### src/rtl/ffstdp_sweep_ctrl.sv
// End-of-timestep FF-STDP sweep sequencer: walks every synapse address, issues SRAM
// and spike-count reads, and presents aligned operands plus write-back two cycles later.
//
// state | meaning
// ------+-------------------------------------------------------------
// IDLE  | waiting for START; address counter held at 0
// SWEEP | one read issued per cycle, pre index as the inner loop
// DRAIN | two empty cycles while the last reads reach write-back
// FIN   | one-cycle DONE pulse, START ignored
module ffstdp_sweep_ctrl #(
    parameter int N_PRE          = 256,
    parameter int N_POST         = 256,
    parameter int PRE_CNT_WIDTH  = 8,
    parameter int POST_CNT_WIDTH = 7,
    localparam int PA = $clog2(N_PRE),
    localparam int QA = $clog2(N_POST),
    localparam int AW = PA + QA,
    localparam int M  = N_PRE * N_POST
) (
    input  logic                      CLK,
    input  logic                      RST,
    input  logic                      START,
    input  logic                      IS_TRAIN_IN,
    input  logic                      IS_POS_IN,
    output logic                      SRAM_RE,
    output logic [AW-1:0]             SRAM_RADDR,
    output logic                      SRAM_WE,
    output logic [AW-1:0]             SRAM_WADDR,
    output logic [PA-1:0]             PRE_IDX,
    output logic [QA-1:0]             POST_IDX,
    input  logic [PRE_CNT_WIDTH-1:0]  PRE_CNT_RDATA,
    input  logic [POST_CNT_WIDTH-1:0] POST_CNT_RDATA,
    output logic [PRE_CNT_WIDTH-1:0]  PRE_SPIKE_CNT,
    output logic [POST_CNT_WIDTH-1:0] POST_SPIKE_CNT,
    output logic                      CTRL_TREF_EVENT,
    output logic                      IS_TRAIN,
    output logic                      IS_POS,
    output logic                      BUSY,
    output logic                      DONE
);

    typedef enum logic [1:0] {
        S_IDLE,
        S_SWEEP,
        S_DRAIN,
        S_FIN
    } state_t;

    localparam logic [AW-1:0] LAST_ADDR = AW'(M - 1);

    state_t                      state;
    logic [AW-1:0]               cnt;
    logic                        drain_second;
    logic                        sram_re_q;
    logic                        v1;
    logic                        v2;
    logic [AW-1:0]               addr1;
    logic [AW-1:0]               addr2;
    logic [PRE_CNT_WIDTH-1:0]    pre_cnt_q;
    logic [POST_CNT_WIDTH-1:0]   post_cnt_q;
    logic                        is_train_q;
    logic                        is_pos_q;
    logic                        busy_q;
    logic                        done_q;

    always_ff @(posedge CLK) begin
        if (RST) begin
            state        <= S_IDLE;
            cnt          <= '0;
            drain_second <= 1'b0;
            sram_re_q    <= 1'b0;
            v1           <= 1'b0;
            v2           <= 1'b0;
            addr1        <= '0;
            addr2        <= '0;
            pre_cnt_q    <= '0;
            post_cnt_q   <= '0;
            is_train_q   <= 1'b0;
            is_pos_q     <= 1'b0;
            busy_q       <= 1'b0;
            done_q       <= 1'b0;
        end else begin
            v1    <= sram_re_q;
            addr1 <= cnt;
            v2    <= v1;
            addr2 <= addr1;
            // Count memories answer one cycle after the index, so capture while v1 is live.
            pre_cnt_q  <= v1 ? PRE_CNT_RDATA : '0;
            post_cnt_q <= v1 ? POST_CNT_RDATA : '0;

            case (state)
                S_IDLE: begin
                    cnt <= '0;
                    if (START) begin
                        state      <= S_SWEEP;
                        sram_re_q  <= 1'b1;
                        busy_q     <= 1'b1;
                        is_train_q <= IS_TRAIN_IN;
                        is_pos_q   <= IS_POS_IN;
                    end
                end
                S_SWEEP: begin
                    if (cnt == LAST_ADDR) begin
                        state        <= S_DRAIN;
                        sram_re_q    <= 1'b0;
                        cnt          <= '0;
                        drain_second <= 1'b0;
                    end else begin
                        cnt <= cnt + AW'(1);
                    end
                end
                S_DRAIN: begin
                    if (drain_second) begin
                        state  <= S_FIN;
                        busy_q <= 1'b0;
                        done_q <= 1'b1;
                    end else begin
                        drain_second <= 1'b1;
                    end
                end
                S_FIN: begin
                    done_q <= 1'b0;
                    state  <= S_IDLE;
                end
                default: state <= S_IDLE;
            endcase
        end
    end

    assign SRAM_RE         = sram_re_q;
    assign SRAM_RADDR      = cnt;
    assign PRE_IDX         = cnt[PA-1:0];
    assign POST_IDX        = cnt[AW-1:PA];
    assign SRAM_WE         = v2;
    assign SRAM_WADDR      = addr2;
    assign CTRL_TREF_EVENT = v2;
    assign PRE_SPIKE_CNT   = pre_cnt_q;
    assign POST_SPIKE_CNT  = post_cnt_q;
    assign IS_TRAIN        = is_train_q;
    assign IS_POS          = is_pos_q;
    assign BUSY            = busy_q;
    assign DONE            = done_q;

endmodule

### config.mk
export PLATFORM = sky130hd
export DESIGN_NAME = ffstdp_sweep_ctrl
export DESIGN_NICKNAME = d
export VERILOG_FILES = /design/src/rtl/ffstdp_sweep_ctrl.sv
export SDC_FILE = /design/constraint.sdc
export NUM_CORES = 1
export LEC_CHECK = 0
export BUFFER_PORTS_ARGS = -buffer_cell sky130_fd_sc_hd__buf_4
export CAP_MARGIN = 20
export CORE_AREA = 4 4 86 96
export DETAILED_ROUTE_END_ITERATION = 10
export DIE_AREA = 0 0 90 100
export PLACE_DENSITY = 0.6
export SYNTH_ARGS = -nofsm -noshare
export SYNTH_HDL_FRONTEND = slang
export SYNTH_SLANG_ARGS = --single-unit
### constraint.sdc
create_clock -name CLK -period 2.7 [get_ports CLK]
set_clock_uncertainty 0.05 [all_clocks]
set_input_delay 0.27 -clock CLK [delete_from_list [all_inputs] [get_ports CLK]]
set_output_delay 0.27 -clock CLK [all_outputs]
set_load 0.01 [all_outputs]
Word level (Yosys, flattened, before mapping)
Cells that the tools add are included.
Storage, ports and cells
  memories: 0
  latch bits: 0
  bits in registers: 73
  output and inout port bits: 70
  bits in read-only memories: 0
  logic and storage cells: 49
  memory bits (writable): 0
Cells by class
  bitwise logic cells: 1
  add/subtract/negate cells: 1
  reductions and logical operators: 12
  equal/unequal tests: 7
  shifts and indexed selects: 0
  multiplexer cells: 14
  $mul: 0
  order comparisons: 0
  divide/modulo/power cells: 0
Operators by type and width (count)
  case mux 16 bit (2 select lines): 1
  adder 16 x 1 -> 16 bit, second input constant: 1
  == test 16 bit, second input constant: 1
  2-to-1 mux 16 bit: 1
  AND reduction 3 bit: 3
  case mux 1 bit (2 select lines): 4
  case mux 2 bit (4 select lines): 1
  nonzero test 2 bit: 4
  2-to-1 mux 2 bit: 3
  != test 2 bit, second input constant: 3
  AND reduction 2 bit: 3
  == test 2 bit, second input constant: 2
  2-to-1 mux 1 bit: 4
  == test 2 x 1 -> 1 bit, second input constant: 1
  zero test 2 bit: 1
  OR reduction 2 bit: 1
  NOT 1 bit: 1

Depth between registers and ports, before layout
Gate-level depths: netlist (run 1).
  word-level depth: 3
  mapped depth: 7
  depth with buffers taken out: 6

Worst setup path before layout (run 1)
OpenSTA, ideal clock, no wires.
  path type: reg-to-reg
  from: register cnt[0] (netlist: SRAM_RADDR[0])
  to: register cnt[13] (netlist: SRAM_RADDR[13])
  arrival: 1.616 ns
  setup time: 0.142 ns
  cell stages (with the launch flop): 6
  setup slack: 0.891 ns
  path through: dfxtp_1 ha_1 nand4_4 o41ai_4 a311o_2 o221ai_1
On the way
  cells in the longest elaborated chain, start to end: 3
  elaborated cells between the ends (all ways): 4
  those cells by class: add/sub: 1; eq/ne: 1; mux: 2
Ends and longest elaborated chain
  start, declared: RTL line 52  | logic [AW-1:0] cnt;
  start signal, assigned: RTL line 109  | cnt <= cnt + AW'(1);
  adder 16 x 1 -> 16 bit or == test 16 bit (tied branches): RTL line 109, 103
  2-to-1 mux 16 bit (*): RTL line 103  | if (cnt == LAST_ADDR) begin
  case mux 16 bit (2 select lines) (*): RTL line 91  | case (state)
Every way passes the cells marked *; elsewhere a longest branch is shown, timed or not.
A chain may end at the register's enable or synchronous reset.

Worst setup path in the final report (run 1)
  from: register cnt[0] (netlist: SRAM_RADDR[0])
  to: register cnt[10] (netlist: SRAM_RADDR[10])
Same word-level chain as after synthesis.

==> results of run 1 <==
[per-stage QoR]
stage / cells / power, mW
after global placement: 426 / 1.76
after detailed placement: 426 / 1.77
after global routing: 441 / 2.72
after floorplan: 280 / 1.58
after CTS: 441 / 2.60
final: 441 / 2.57
[state kept, by name, indices dropped and copies added (netlist names), 2 cells and up]
signal	cells
POST_SPIKE_CNT	7
PRE_SPIKE_CNT	8
SRAM_RADDR	16
SRAM_WADDR	16
addr1	16
state	2
[final cells by class]
class,instances,area share (%)
clock inverters,6,1.93
repair buffers,89,18.7
clock buffers,9,3.47
flip-flops and latches,73,41.0
well taps,87,3.05
inverters,7,0.737
multi-input cells,170,31.1
[cells by family (layout without fill, tap and decap cells)]
kind of cell	after synthesis	after routing	synth area share, %
buffers and inverters	37	111	7.64
multiplexers	1	1	0.360
AND/OR/NAND/NOR	119	119	24.9
AO/OA/AOI/OAI	41	41	10.9
adder cells (fa/ha/maj)	6	6	2.70
XOR/XNOR	3	3	0.944
flip-flops	73	73	52.5
[worst max-delay path, cell delays in order (launching register included)]
cell and delay [ns]:
dfxtp_1 0.48, ha_1 0.31, and4_2 0.33, a41oi_2 0.32, a41oi_1 0.34, a31oi_1 0.06
[routing by layer]
layer  wire length (µm)  track usage (%)  vias up
li1                   -                -     1083
met3                449             4.87       11
met1               2740             16.2      997
met2               2810             21.0       75
met4                100             4.95        0
met5                  0                0        -
[synth_stat cells, types with 2 or more instances]
cell / n
nor4_1: 3
and3_1: 2
or4_1: 2
inv_1: 7
clkbuf_1: 7
a21oi_1: 15
o21ai_0: 2
o211ai_1: 2
and2_1: 15
a31oi_1: 6
nand4_1: 9
dfxtp_1: 73
o31ai_1: 2
a41oi_2: 2
nor2_1: 10
buf_4: 18
ha_1: 6
nor2b_1: 32
xnor2_1: 2
buf_2: 4
nor3_1: 6
and4_1: 3
nand2b_1: 8
nand2_1: 15
nand3_1: 9
a22o_1: 4
o21ai_1: 2
[how the worst max path moves through the flow]
stage	start	to	slack [ns]	cells after the start
after floorplan	SRAM_RADDR[0]	SRAM_RADDR[13]	0.89	5
after CTS	SRAM_RADDR[0]	SRAM_RADDR[10]	0.66	5
after global routing	SRAM_RADDR[0]	SRAM_RADDR[10]	0.50	5
after global placement	SRAM_RADDR[0]	SRAM_RADDR[10]	0.76	5
final	SRAM_RADDR[0]	SRAM_RADDR[10]	0.67	5
after detailed placement	SRAM_RADDR[0]	SRAM_RADDR[10]	0.70	5
[report_power, final]
part / switching [mW] / total [mW] / internal, mW / leakage [nW]
logic: 0.322 / 0.545 / 0.224 / 0.858
registers: 0.0581 / 1.20 / 1.14 / 0.590
clock network: 0.401 / 0.825 / 0.424 / 0.0840
total: 0.781 / 2.57 / 1.79 / 1.53
==> metrics.yaml, run 1 <==
min_path:
  hold_class: "primary input to flip-flop"
  hp-start: "PRE_CNT_RDATA[5]"
  holdPathStages: 2
  min_to: "PRE_SPIKE_CNT[5]"
sta:
  min_period_ns: 2.03
  setup_viol: 0
  tightest_slew_ns: 0.778
  slew_headroom_pct: 48.0
  hold_ws_ns: 0.0748
  final.setup.tns_ns: 0
  hold_viol: 0
  fmaxAchievable_ghz: 0.493
  setup_slack_ns: 0.670
  rsz0062_at_grt: "false"
  min_period_over_period_pct: 75.2
  drv_slew: 0
clocking:
  tritoncts: "done"
  clkTransAtPathRegs_ns: 0.08
  cts_sinks: 73
  clock_path_buffers: 2
  cts.htree.levels: 3
  cts_root_buf: "clkbuf_8"
  post-cts-setup-buffer-count: 0
  ctsHoldBuffers: 0
  clock_latency_ns: 0.33
  cts_buffers: 9
  post_cts_resized: 0
layout:
  regArea_um2: 1460
  n_antenna_cell: 0
  n_fill_cell: 699
  finalNetCount: 376
  layout_commonest_cell: "buf_4"
  layout-drive-gt1-share_pct: 31.6
  postLayoutCellArea_um2: 3570
  final_cell_mix: "buf_4, dfxtp_1, nor2b_1"
  multi_input_area_um2: 1110
  utilization_pct: 48.8
  area_growth_pct: 28.1
routing:
  wl_per_cell_um: 13.8
  vias: 2166
  drt_wl_total_um: 6100
  first_iter_violations: 77
  vias_per_cell: 4.91
  dr.pass1.iters: 4
  ant_nets: 0
  drc_errors: 0
yosys:
  synthesis.area_um2: 2780
  synth_flop_cell: "dfxtp_1"
  yosysUniqueCellTypes: 41
  yosysSeqAreaShare_pct: 52.5
  synth_edf_count: 0
  ys_seq_elements: 73
  async_reset_ff_share_pct: 0
  synth.top_cell.area_share_pct: 52.5
  syn-num-nets: 306
  synth_warnings: 0
  synth.avg_cell_area_um2: 9.94
  synth_area_leaders: "dfxtp_1, nor2b_1, buf_4, and2_1, a21oi_1"
  yosysTopAreaCell: "dfxtp_1"
  synthCells: 280
die:
  die_w_um: 90
  start_util_pct: 38.1
  num_io_pins: 90
  die_h_um: 100
  rows: 33
  core_um2: 7310
  dieArea_um2: 9000
setup_path:
  r2r-end: "SRAM_RADDR[10]"
  reg2reg_from: "SRAM_RADDR[0]"
  endpoint_kind: "flip-flop"
  cp-start-kind: "flip-flop"
  arrival_ns: 2.18
  reg2reg_depth: 5
  cp.required_ns: 2.85
  crit_path_max_fanout: 13
  criticalPathCategory: "flip-flop to flip-flop"
  ff2ff_setup_slack_ns: 0.67
placement:
  pre_cts_ws_ns: 0.696
  place_area_um2: 3370
  place_hpwl_um: 4280
  gp_congestion: 0.813
  port-buffer-count: 89
global_route:
  track_usage_pct: 13.1
  antenna_found_initial: 0
  grt_remaining_overflow: 0
  grt_pass1_wl_um: 9550
  grt_max_degree: 53
  first_global_vias: 1929
pwr:
  vdd_drop_max_uv: 339
  p_per_area_nw_per_um2: 721
  p_leak_nw: 1.53
job:
  max-cap-violations: 0
outcome:
  status: "completed"
Power figures use the tool's default switching activity.
==> run 2: changes to the inputs <==
==> constraint.sdc (replaced) <==
create_clock -name CLK -period 2.05 [get_ports CLK]
set_clock_uncertainty 0.05 [all_clocks]
set_input_delay 0.205 -clock CLK [delete_from_list [all_inputs] [get_ports CLK]]
set_output_delay 0.205 -clock CLK [all_outputs]
set_load 0.01 [all_outputs]
==> run 2 against run 1 <==
Net effect: sequential share of layout area shrank 3.4 points; sequential power is 30% higher; power up 47%; worst hold slack worse by 0.058 ns; worst setup slack got worse by 0.50 ns; via count rose by 5.3%; global-route usage grew 2.0 points; critical endpoint is now state[0]; highest routed layer unchanged.
==> metrics.yaml, run 2 (synthesis gave the netlist of run 1 again) <==
sta:
  min_period_ns: 1.88  # was 2.03 ns
  tightest_slew_ns: 0.831  # was 0.778 ns
  min_period_over_period_pct: 91.6  # was 75.2%
  final.setup.tns_ns: 0  # unchanged
  fmaxAchievable_ghz: 0.532  # was 0.493 GHz
  setup_viol: 0  # unchanged
  slew_headroom_pct: 44.5  # was 48.0%
  hold_viol: 0  # unchanged
  setup_slack_ns: 0.172  # was 0.670 ns
  rsz0062_at_grt: "false"  # unchanged
  drv_slew: 0  # unchanged
clocking:
  cts_root_buf: "clkbuf_8"  # unchanged
  clkTransAtPathRegs_ns: 0.08  # about the same
  post_cts_resized: 0  # unchanged
  ctsHoldBuffers: 14  # was 0
  cts.htree.levels: 3  # unchanged
  clock_path_buffers: 2  # unchanged
  post-cts-setup-buffer-count: 0  # unchanged
  clock_latency_ns: 0.34  # was 0.33 ns
  cts_buffers: 9  # unchanged
  cts_sinks: 73  # unchanged
  tritoncts: "done"  # unchanged
setup_path:
  crit_path_max_fanout: 12  # was 13
  cp_cell_sequence: "and4_1, a41oi_2, nor4_1, nor3_1"  # was ha_1, and4_2, a41oi_2, a41oi_1, a31oi_1
  arrival_ns: 2.05  # was 2.18 ns
  endpoint_kind: "flip-flop"  # unchanged
  endpoint: "state[0]"  # was SRAM_RADDR[10]
  ff2ff_setup_slack_ns: 0.17  # was 0.67 ns
  critPathMaxStageDelay_ns: 0.60  # was 0.48 ns
  reg2reg_depth: 4  # was 5
  cp-start-kind: "flip-flop"  # unchanged
  cp.required_ns: 2.23  # was 2.85 ns
  critPathSlowestCell: "dfxtp_1"  # unchanged
  reg2reg_from: "SRAM_RADDR[8]"  # was SRAM_RADDR[0]
  r2r-end: "state[0]"  # was SRAM_RADDR[10]
  criticalPathCategory: "flip-flop to flip-flop"  # unchanged
  crit_start: "SRAM_RADDR[8]"  # was SRAM_RADDR[0]
die:
  core_um2: 7310  # unchanged
  dieArea_um2: 9000  # unchanged
  die_w_um: 90  # unchanged
  rows: 33  # unchanged
  num_io_pins: 90  # unchanged
  die_h_um: 100  # unchanged
  start_util_pct: 38.1  # unchanged
routing:
  dr.pass1.iters: 4  # unchanged
  ant_nets: 0  # unchanged
  drc_errors: 0  # unchanged
  first_iter_violations: 137  # was 77
  wl_per_cell_um: 13.9  # was 13.8 µm
  vias_per_cell: 4.83  # was 4.91
  drt_wl_total_um: 6570  # was 6100 µm
  vias: 2281  # was 2,166
global_route:
  grt_pass1_wl_um: 11000  # was 9550 µm
  track_usage_pct: 15.1  # was 13.1%
  grt_remaining_overflow: 0  # unchanged
  grt_max_degree: 34  # was 53
  antenna_found_initial: 0  # unchanged
  first_global_vias: 2165  # was 1,929
pwr:
  p_per_area_nw_per_um2: 970  # was 721 nW/µm²
  total_power_mw: 3.77  # was 2.57 mW
  pwr-share-clk_pct: 36.9  # was 32.1%
  combPwrFrac_pct: 21.7  # was 21.2%
  switching_power_mw: 1.06  # was 781 µW
  vdd_drop_max_uv: 472  # was 339 µV
  netSwitchingFraction_pct: 28.0  # was 30.4%
  p_int_mw: 2.71  # was 1.79 mW
  share_seq_of_total_power_pct: 41.5  # was 46.7%
  p_leak_nw: 1.71  # was 1.53 nW
min_path:
  hold_class: "primary input to flip-flop"  # unchanged
layout:
  area_growth_pct: 39.6  # was 28.1%
  utilization_pct: 53.2  # was 48.8%
  layout-drive-gt1-share_pct: 33.5  # was 31.6%
  final_cell_mix: "buf_4, dfxtp_1, nor2b_1"  # unchanged
  layout_commonest_cell: "buf_4"  # unchanged
  n_antenna_cell: 0  # unchanged
  finalNetCount: 406  # was 376
placement:
  port-buffer-count: 89  # unchanged
  pre_cts_ws_ns: 0.235  # was 0.696 ns
  gp_congestion: 0.824  # was 0.813
  place_hpwl_um: 4520  # was 4280 µm
outcome:
  status: "completed"  # unchanged
job:
  max-cap-violations: 0  # unchanged
## run 2: changes by cell type in the layout (fill, tap and decap cells not counted), sizes merged
cell / previous run / this run
buf: 89 / 105
dlygate4sd3: 0 / 14
bufinv: 1 / 3
clkinvlp: 4 / 2
clkbuf: 9 / 10
## run 2: area by class of cell
| class | instances | area [µm²] |
|---|---|---|
| inverter | 7 | 26.3 |
| clock buffer | 10 | 138 |
| tap | 87 | 109 |
| fill | 671 | 3420 |
| timing repair buffer | 119 | 928 |
| sequential | 73 | 1460 |
| multi-input combinational | 170 | 1110 |
| clock inverter | 6 | 114 |
## run 2: critical path: cells and delay by family (launching register included)
family / cells / cell delay [ns]
flops: 1 / 0.60
simple gates: 3 / 0.82
compound gates: 1 / 0.28
## run 2: worst min-delay path by stage
stage,depth (start not counted),slack [ns],from,endpoint
2_1_floorplan,1,0.28,POST_CNT_RDATA[0],POST_SPIKE_CNT[0]
3_3_place_gp,2,0.36,POST_CNT_RDATA[0],POST_SPIKE_CNT[0]
3_5_place_dp,2,0.36,POST_CNT_RDATA[3],POST_SPIKE_CNT[3]
4_1_cts,2,0.0006,PRE_CNT_RDATA[0],PRE_SPIKE_CNT[0]
5_1_grt,2,0.03,PRE_CNT_RDATA[0],PRE_SPIKE_CNT[0]
6_report,2,0.02,PRE_CNT_RDATA[0],PRE_SPIKE_CNT[0]
## run 2: metal layers
metal  up-vias  wire (µm)  GRT usage (%)  part of all wire [%]
met2        97       3050           23.3                    46
met1      1023       2900           19.2                    44
met5         -          0              0                     0
li1       1148          -              -                     -
met3        13        503           5.25                   7.7
met4         0        110           6.24                   1.7
## run 2: stage by stage
stage / hold slack (ns) / std cells / instance area (µm²)
final: 0.0164 / 472 / 3880
after floorplan: 0.277 / 280 / 2780
after global routing: 0.0283 / 472 / 3880
after CTS: 0.000623 / 472 / 3880
after detailed placement: 0.359 / 442 / 3490
after global placement: 0.357 / 442 / 3490
## run 2: power groups by stage
stage / Clock, mW / Sequential (mW) / Combinational [mW]
2_1_floorplan: 0 / 1.62 / 0.468
3_3_place_gp: 0 / 1.59 / 0.782
4_1_cts: 1.42 / 1.56 / 0.815
5_1_grt: 1.48 / 1.58 / 0.903
3_5_place_dp: 0 / 1.60 / 0.784
6_report: 1.39 / 1.56 / 0.817
